===== src/rtl/edge_arb_pkg.sv =====
// Shared types and the round-robin winner search for the edge event arbiter.
package edge_arb_pkg;

  localparam int MAXN = 16;

  typedef enum logic {
    IDLE  = 1'b0,
    GRANT = 1'b1
  } state_e;

  // First set bit of pend at or after ptr, wrapping modulo n; returns ptr when nothing is pending.
  function automatic logic [3:0] rr_winner(input logic [MAXN-1:0] pend,
                                           input logic [3:0]      ptr,
                                           input int              n);
    int idx;
    rr_winner = ptr;
    for (int k = MAXN - 1; k >= 0; k--) begin
      if (k < n) begin
        idx = int'(ptr) + k;
        if (idx >= n) idx = idx - n;
        if (pend[idx[3:0]]) rr_winner = idx[3:0];
      end
    end
  endfunction

endpackage


===== src/rtl/edge_event_arbiter_if.sv =====
// Grant handshake between the arbiter (master) and the event consumer (slave).
interface edge_event_arbiter_if #(
  parameter int N   = 4,
  parameter int IDW = $clog2(N)
);
  logic           o_valid;
  logic [N-1:0]   o_gnt;
  logic [IDW-1:0] o_id;
  logic           in_ack;

  modport master (output o_valid, output o_gnt, output o_id, input in_ack);
  modport slave  (input o_valid, input o_gnt, input o_id, output in_ack);
endinterface


===== src/rtl/edge_event_arbiter_rise_sampler.sv =====
// Per-channel rising-edge detector; prev resets to ones so lines high at reset release are not events.
module rise_sampler #(
  parameter int N = 4
) (
  input  logic         clk_i,
  input  logic         rst_i,
  input  logic [N-1:0] req_i,
  output logic [N-1:0] rise_o
);

  logic [N-1:0] prev_q;

  always_ff @(posedge clk_i) begin
    if (rst_i) prev_q <= '1;
    else       prev_q <= req_i;
  end

  assign rise_o = req_i & ~prev_q;

endmodule


===== src/rtl/edge_event_arbiter.sv =====
// Sticky per-channel pending flags served one at a time by a round-robin grant FSM.
// Grant appears two clocks after the edge; one idle clock separates consecutive grants.
module edge_event_arbiter
  import edge_arb_pkg::*;
#(
  parameter int N   = 4,
  parameter int IDW = $clog2(N)
) (
  input  logic                 in_clk,
  input  logic                 in_rst,
  input  logic [N-1:0]         in_req,
  input  logic                 in_clr_ovf,
  edge_event_arbiter_if.master evt,
  output logic [N-1:0]         o_pend,
  output logic [N-1:0]         o_ovf
);

  state_e         state_q;
  logic [N-1:0]   rise;
  logic [N-1:0]   pend_q, pend_d;
  logic [N-1:0]   ovf_q, ovf_d;
  logic [N-1:0]   gnt_q;
  logic [N-1:0]   clr_vec;
  logic [IDW-1:0] gnt_id_q, ptr_q, win;
  logic           valid_q;
  logic           ack_fire;

  function automatic logic [N-1:0] onehot(input logic [IDW-1:0] i);
    onehot    = '0;
    onehot[i] = 1'b1;
  endfunction

  rise_sampler #(.N(N)) u_rise (
    .clk_i  (in_clk),
    .rst_i  (in_rst),
    .req_i  (in_req),
    .rise_o (rise)
  );

  assign win = IDW'(rr_winner(MAXN'(pend_q), 4'(ptr_q), N));

  // A new edge on the channel being acked wins over the clear, and is not an overflow.
  always_comb begin
    ack_fire = (state_q == GRANT) && evt.in_ack;
    clr_vec  = ack_fire ? onehot(gnt_id_q) : '0;
    pend_d   = (pend_q & ~clr_vec) | rise;
    ovf_d    = (in_clr_ovf ? '0 : ovf_q) | (rise & pend_q & ~clr_vec);
  end

  always_ff @(posedge in_clk) begin
    if (in_rst) begin
      state_q  <= IDLE;
      pend_q   <= '0;
      ovf_q    <= '0;
      ptr_q    <= '0;
      gnt_id_q <= '0;
      valid_q  <= 1'b0;
      gnt_q    <= '0;
    end else begin
      pend_q <= pend_d;
      ovf_q  <= ovf_d;
      case (state_q)
        IDLE: begin
          if (|pend_q) begin
            state_q  <= GRANT;
            gnt_id_q <= win;
            valid_q  <= 1'b1;
            gnt_q    <= onehot(win);
          end
        end
        GRANT: begin
          if (ack_fire) begin
            state_q  <= IDLE;
            ptr_q    <= (gnt_id_q == IDW'(N - 1)) ? '0 : gnt_id_q + IDW'(1);
            gnt_id_q <= '0;
            valid_q  <= 1'b0;
            gnt_q    <= '0;
          end
        end
        default: state_q <= IDLE;
      endcase
    end
  end

  assign evt.o_valid = valid_q;
  assign evt.o_gnt   = gnt_q;
  assign evt.o_id    = gnt_id_q;
  assign o_pend      = pend_q;
  assign o_ovf       = ovf_q;

endmodule


===== src/flat_wrapper.sv =====
// flat-port wrapper written by rule: the top's interface ports become plain ports
module edge_event_arbiter_flat import edge_arb_pkg::*;
#(
  parameter int N   = 4,
  parameter int IDW = $clog2(N)
)
  (in_clk, in_rst, in_req, in_clr_ovf, o_pend, o_ovf, evt_o_valid, evt_o_gnt, evt_o_id, evt_in_ack);
  edge_event_arbiter_if #(.N(N), .IDW(IDW)) evt_i ();
  input  logic in_clk;
  input  logic in_rst;
  input  logic [N-1:0] in_req;
  input  logic in_clr_ovf;
  output logic [N-1:0] o_pend;
  output logic [N-1:0] o_ovf;
  output wire logic [$bits(evt_i.o_valid)-1:0] evt_o_valid;
  output wire logic [$bits(evt_i.o_gnt)-1:0] evt_o_gnt;
  output wire logic [$bits(evt_i.o_id)-1:0] evt_o_id;
  input wire logic [$bits(evt_i.in_ack)-1:0] evt_in_ack;
  assign evt_o_valid = evt_i.o_valid;
  assign evt_o_gnt = evt_i.o_gnt;
  assign evt_o_id = evt_i.o_id;
  assign evt_i.in_ack = evt_in_ack;
  edge_event_arbiter #(.N(N), .IDW(IDW)) u_core (.in_clk(in_clk), .in_rst(in_rst), .in_req(in_req), .in_clr_ovf(in_clr_ovf), .evt(evt_i), .o_pend(o_pend), .o_ovf(o_ovf));
endmodule

===== config.mk =====
export PLATFORM = sky130hd
export DESIGN_NAME = edge_event_arbiter_flat
export DESIGN_NICKNAME = d
export VERILOG_FILES = /design/src/rtl/edge_arb_pkg.sv /design/src/rtl/edge_event_arbiter_if.sv /design/src/rtl/edge_event_arbiter_rise_sampler.sv /design/src/rtl/edge_event_arbiter.sv /design/src/flat_wrapper.sv
export SDC_FILE = /design/constraint.sdc
export NUM_CORES = 1
export LEC_CHECK = 0
export BUFFER_PORTS_ARGS = -buffer_cell sky130_fd_sc_hd__buf_2
export CAP_MARGIN = 20
export CORE_MARGIN = 2
export CORE_UTILIZATION = 25
export DETAILED_ROUTE_END_ITERATION = 8
export SYNTH_ARGS = -nofsm -noshare
export SYNTH_HDL_FRONTEND = slang
export SYNTH_HIERARCHICAL = 1
export SYNTH_SLANG_ARGS = --single-unit

===== constraint.sdc =====
create_clock -name in_clk -period 3.16 [get_ports in_clk]
set_clock_uncertainty 0.05 [all_clocks]
set_input_delay 0.632 -clock in_clk [delete_from_list [all_inputs] [get_ports in_clk]]
set_output_delay 0.632 -clock in_clk [all_outputs]
set_load 0.02 [all_outputs]

==> impl_metrics.json, run 1 <==
{
  "worstMarginPinSlew_ps": 516,
  "vdd_ir_drop_max_uv": 256,
  "fp.dieH_um": 74.6,
  "slew_viol_final": 0,
  "seq_area_frac_synth": 0.353,
  "slowest_delay_ps": 450,
  "r2r-start": "u_core/ptr_q[1]",
  "post_cts_buffers": 0,
  "final_cell_mix": "buf_2, dfxtp_1, nand2_1, nor2_1, a21oi_1",
  "syn_area_um2": 1250,
  "startpoint": "u_core/ptr_q[1]",
  "crit_cells": 7,
  "num_io_pins": 23,
  "crit_fanout": 8,
  "die_w_um": 74.6,
  "rsz0062_at_grt": "false",
  "slew_headroom": 0.653,
  "crit_type": "flop to flop",
  "synth_fp_nets": 154,
  "powerDensity_nw_per_um2": 478,
  "outcome": "complete, no violations",
  "coreArea_um2": 4750,
  "cts_resized": 0,
  "setup_viol": 0,
  "clock_sinks": 22,
  "crit_path_cell_trace": "inv_1 -> ha_1 -> and2_1 -> a221o_1 -> a41oi_1 -> o21ai_1 -> o31ai_1",
  "required_ps": 3290,
  "first_iter_violations": 74,
  "dp_hpwl_um": 1980,
  "num_rows": 25,
  "diodes": 0,
  "area_growth_pct": 17.7,
  "max_freq_ghz": 0.449,
  "globalplace.congestion": 0.917,
  "dr.pass1.iters": 4,
  "antenna_found_initial": 0,
  "wl_per_cell_um": 12.1,
  "grt.total_usage": 0.104,
  "drive_above_1_share": 0.224,
  "final_util": 0.308,
  "finalCritPeriodShare": 0.705,
  "vias_per_cell": 4.82,
  "yosys_warnings": 6,
  "worst_path_max_delay_cell": "dfxtp_1",
  "ys_ff_latch": 22,
  "grt_pass1_wl_um": 4550,
  "grt_util_met2": 0.171,
  "reg2reg_to": "u_core/evt.o_gnt[2]",
  "gr-usage-met3": 0.0285,
  "endpoint": "u_core/evt.o_gnt[2]",
  "regToRegSetupSlack_ps": 930,
  "hold_viol_final": 0,
  "r2r_cells": 7,
  "clock_latency_ps": 260,
  "fin_tns_setup_ps": 0,
  "cts_buffers": 3,
  "cts_tree": "done",
  "ys.flop_type": "dfxtp_1",
  "synthArstFlopShare": 0,
  "syn_inst": 137,
  "cts.clk_slew.worst_paths_ps": 80,
  "cts-root-buf": "clkbuf_8",
  "drc": 0,
  "cts_buffer_depth": 2,
  "htree_num_levels": 1,
  "totalWireLength_um": 2700,
  "yosys.cell_types.count": 43,
  "nNetsFinal": 174,
  "synth-edff-count": 0,
  "max_cap_violations": 0,
  "dieArea_um2": 5570,
  "antenna_left": 0,
  "p_leak_nw": 0.585,
  "worstPathArrival_ps": 2360,
  "grt_util_met1": 0.142,
  "period_needed_ps": 2230,
  "overflow": 0,
  "busiest_layer": "met2",
  "vias": 1074,
  "hold_path.class": "flop to flop",
  "grt_max_degree": 24,
  "io_buffer_count": 22,
  "hold_ws_ps": 416,
  "grt_pass1_vias": 991,
  "syn_area_per_cell_um2": 9.10,
  "path_buf_inv": 1,
  "start_util": 0.262,
  "critPathLaunchType": "flop",
  "cp_top_family": "compound AO/OA/AOI/OAI gates",
  "endpoint_kind": "flop",
  "holdBufCountCts": 0
}
[cell families after synthesis]
family,synth area share
DFF,0.353
AOI/OAI and AO/OA,0.163
buffers and inverters,0.0602
muxes,0.0693
adders and majority gates,0.0904
and+or+nand+nor,0.264
[layer usage]
| metal | vias up | routed length, um |
|---|---|---|
| met5 | - | 0 |
| met4 | 0 | 9 |
| met3 | 2 | 138 |
| met2 | 29 | 1250 |
| met1 | 508 | 1300 |
| li1 | 535 | - |
[power by group]
part	leakage [nW]	switching, mW	internal, mW
combinational	0.370	0.0779	0.0519
sequential	0.180	0.0182	0.294
clock	0.0357	0.0907	0.169
[worst min-delay path: stages, from the launching register on]
cell and delay [ps]:
dfxtp_1 320, nand2_1 50, a21oi_1 50
[per-stage QoR]
step                      area (um^2)  total power, mW  instances  setup WS, ps
after floorplan                  1250            0.416        137           901
after global placement           1400            0.447        219           989
after detailed placement         1400            0.449        219           955
after CTS                        1470            0.710        223           933
after global routing             1470            0.738        223           691
final                            1470            0.702        223           932
[cells in the mapped netlist (2+ instances only)]
cell type / instances / share of area
a32oi_1: 4 / 0.028
nand4b_1: 5 / 0.035
a21oi_1: 10 / 0.040
o21a_1: 2 / 0.012
buf_4: 2 / 0.012
o31ai_1: 4 / 0.024
mux2i_1: 3 / 0.024
clkbuf_1: 3 / 0.0090
dfxtp_1: 22 / 0.35
nand3_1: 2 / 0.0080
ha_1: 9 / 0.090
nor3_1: 2 / 0.0080
nor2_1: 11 / 0.033
buf_6: 2 / 0.018
a211oi_1: 2 / 0.012
or2_1: 4 / 0.020
or3_1: 2 / 0.010
nand2_1: 11 / 0.033
mux4_2: 2 / 0.036
or2_2: 2 / 0.010
nor2b_1: 5 / 0.025
nand3b_1: 3 / 0.018
inv_1: 5 / 0.015
[worst min-delay path by stage]
stage / from / endpoint / cells past startpoint
after floorplan: u_core/state_q / u_core/state_q / 2
after detailed placement: u_core/evt.o_valid / u_core/evt.o_valid / 2
after global placement: u_core/evt.o_valid / u_core/evt.o_valid / 2
final: u_core/evt.o_valid / u_core/evt.o_valid / 2
after global routing: u_core/evt.o_valid / u_core/evt.o_valid / 2
after CTS: u_core/evt.o_valid / u_core/evt.o_valid / 2
[cell type report]
cell class	count	area (um^2)
timing repair buffer	23	118
multi-input combinational	101	731
inverter	6	22.5
clock buffer	3	41.3
sequential	22	440
fill	529	3290
clock inverter	1	30.0
tap	67	83.8
[flip-flops by register name, indices dropped and copies added, names as in the netlist]
register and count:
u_core/state_q 1, u_core/ptr_q 2, u_core/evt.o_id 2, u_core/o_pend 4, u_core/o_ovf 4, u_core/evt.o_gnt 4
u_core/evt.o_valid 1, u_core/u_rise/prev_q 4
(Power assumes the default switching activity.)
==> run 2, diff against run 1 <==
Clock period 3.16 ns to 1.95 ns, I/O delays scaled along.
==> run 2 against run 1 <==
  * Power up 51%
  * Global-route usage up 0.97 points
  * Register-to-register slack worse by 920 ps
  * Utilization up 4.8 points
  * Flip-flop and latch count unchanged
  * Cell count up 8.1%
  * Sequential power up 62%
  * Critical path type unchanged
  * Largest power group unchanged
==> impl_metrics.json, run 2 (synthesized netlist as in run 1, its figures left out) <==
{
  "start_util": 0.262,
  "cts_buffers": 3,
  "antenna_left": 0,
  "first_iter_violations": 42,
  "hold_viol_final": 0,
  "num_rows": 25,
  "fin_area_um2": 1700,
  "rsz0062_at_grt": "true",
  "die_w_um": 74.6,
  "area_growth_pct": 36.0,
  "final_cell_mix": "buf_2, dfxtp_1, buf_4, nand2_1, nor2_1",
  "critPathLaunchType": "flop",
  "grt_util_met2": 0.178,
  "overflow": 0,
  "min_from": "in_req[1]",
  "seqCellArea_um2": 448,
  "regToRegSetupSlack_ps": 9,
  "vias": 1161,
  "fp.dieH_um": 74.6,
  "vias_per_cell": 4.82,
  "busiest_layer": "met2",
  "globalplace.congestion": 0.792,
  "r2r_cells": 7,
  "setup_viol": 0,
  "outcome": "complete, no violations",
  "io_buffer_count": 22,
  "clock_sinks": 22,
  "coreArea_um2": 4750,
  "hold_ws_ps": 269,
  "dpl-instance-area_um2": 1540,
  "multiInputGateArea_um2": 810,
  "nNetsFinal": 193,
  "crit_type": "flop to flop",
  "cts_tree": "done",
  "cts_buffer_depth": 2,
  "grt_max_degree": 23,
  "gr-usage-met3": 0.0244,
  "slew_viol_final": 0,
  "diodes": 0,
  "drive_above_1_share": 0.379,
  "worstPathArrival_ps": 2070,
  "htree_num_levels": 1,
  "wl_per_cell_um": 12.5,
  "slew_headroom": 0.785,
  "num_io_pins": 23,
  "grt_pass1_wl_um": 4980,
  "p_leak_nw": 0.677,
  "grt_pass1_vias": 1092,
  "grt_util_met1": 0.157,
  "min_path_cells": 2,
  "required_ps": 2080,
  "vdd_ir_drop_max_uv": 393,
  "r2r-start": "u_core/ptr_q[0]",
  "max_freq_ghz": 0.515,
  "period_needed_ps": 1940,
  "min_to": "u_core/u_rise/prev_q[1]",
  "endpoint_kind": "flop",
  "hold_path.class": "primary input to flop",
  "dieArea_um2": 5570,
  "dp_hpwl_um": 2250,
  "fillers": 518,
  "clock_latency_ps": 250,
  "drc": 0,
  "powerDensity_nw_per_um2": 623,
  "holdBufCountCts": 0,
  "grt.total_usage": 0.114,
  "crit_fanout": 7,
  "antenna_found_initial": 0,
  "cts-root-buf": "clkbuf_8",
  "dr.pass1.iters": 5,
  "totalWireLength_um": 3020,
  "max_cap_violations": 0,
  "worstMarginPinSlew_ps": 321,
  "reg2reg_to": "u_core/evt.o_gnt[0]",
  "finalCritPeriodShare": 0.995,
  "cts.clk_slew.worst_paths_ps": 70,
  "mostFrequentLayoutCell": "buf_2"
}
run 2: cell count changes in the layout (fill, tap and decap cells not counted), sizes merged:
cell / previous run / this run
clkbuf: 3 / 4
buf: 23 / 41
bufinv: 1 / 0
run 2: worst max-delay path by stage:
stage / startpoint / endpoint / slack, ps / cells after the start
floorplan: u_core/ptr_q[0] / u_core/evt.o_gnt[0] / -20 / 9
global placement: u_core/ptr_q[0] / u_core/evt.o_gnt[0] / -30 / 6
detailed placement: u_core/ptr_q[1] / u_core/evt.o_gnt[3] / -100 / 7
CTS: u_core/ptr_q[0] / u_core/evt.o_gnt[0] / 5 / 6
global route: u_core/ptr_q[0] / u_core/evt.o_gnt[0] / -60 / 7
finish: u_core/ptr_q[0] / u_core/evt.o_gnt[0] / 9 / 7
run 2: power by group:
part | leakage [nW] | internal [mW] | total (mW) | switching, mW
sequential | 0.182 | 0.476 | 0.506 | 0.0304
combinational | 0.474 | 0.134 | 0.281 | 0.147
clock | 0.0216 | 0.138 | 0.269 | 0.132
run 2: worst max-delay path: stages (launching register included):
cell      delay (ps)
dfxtp_4          440
ha_2             230
nor2b_4           50
buf_4            120
nand3b_1         260
a211oi_4         290
and3b_1          220
o31ai_1          210
run 2: timing repair:
action | 4_1_cts | 5_1_grt
buffers inserted | 0 | 4
setup endpoints to repair | 4 | 4
resized for setup | 4 | 12
pin swaps | 0 | 10
gates cloned | 0 | 1
run 2: metal layers:
metal  vias to the layer above  wire [um]
li1                        571          -
met1                       550       1370
met2                        36       1480
met3                         4        144
met4                         0         17
met5                         -          0
run 2: layout make-up:
class,count,area share
Clock buffer,3,0.0244
Inverter,6,0.0162
Multi-Input combinational cell,101,0.477
Sequential cell,22,0.264
Tap cell,67,0.0494
Timing Repair Buffer,42,0.168
run 2: metrics by stage:
| stage | total power [mW] | worst slack [ps] | setup TNS, ps | instances | util |
|---|---|---|---|---|---|
| CTS | 1.05 | 4.55 | 0 | 236 | 0.335 |
| finish | 1.06 | 9.21 | 0 | 241 | 0.357 |
| floorplan | 0.690 | -20.9 | -20.9 | 137 | - |
| global placement | 0.770 | -27.5 | -56.6 | 233 | 0.324 |
| global route | 1.11 | -58.8 | -172 | 241 | 0.357 |
| detailed placement | 0.770 | -102 | -250 | 233 | 0.324 |
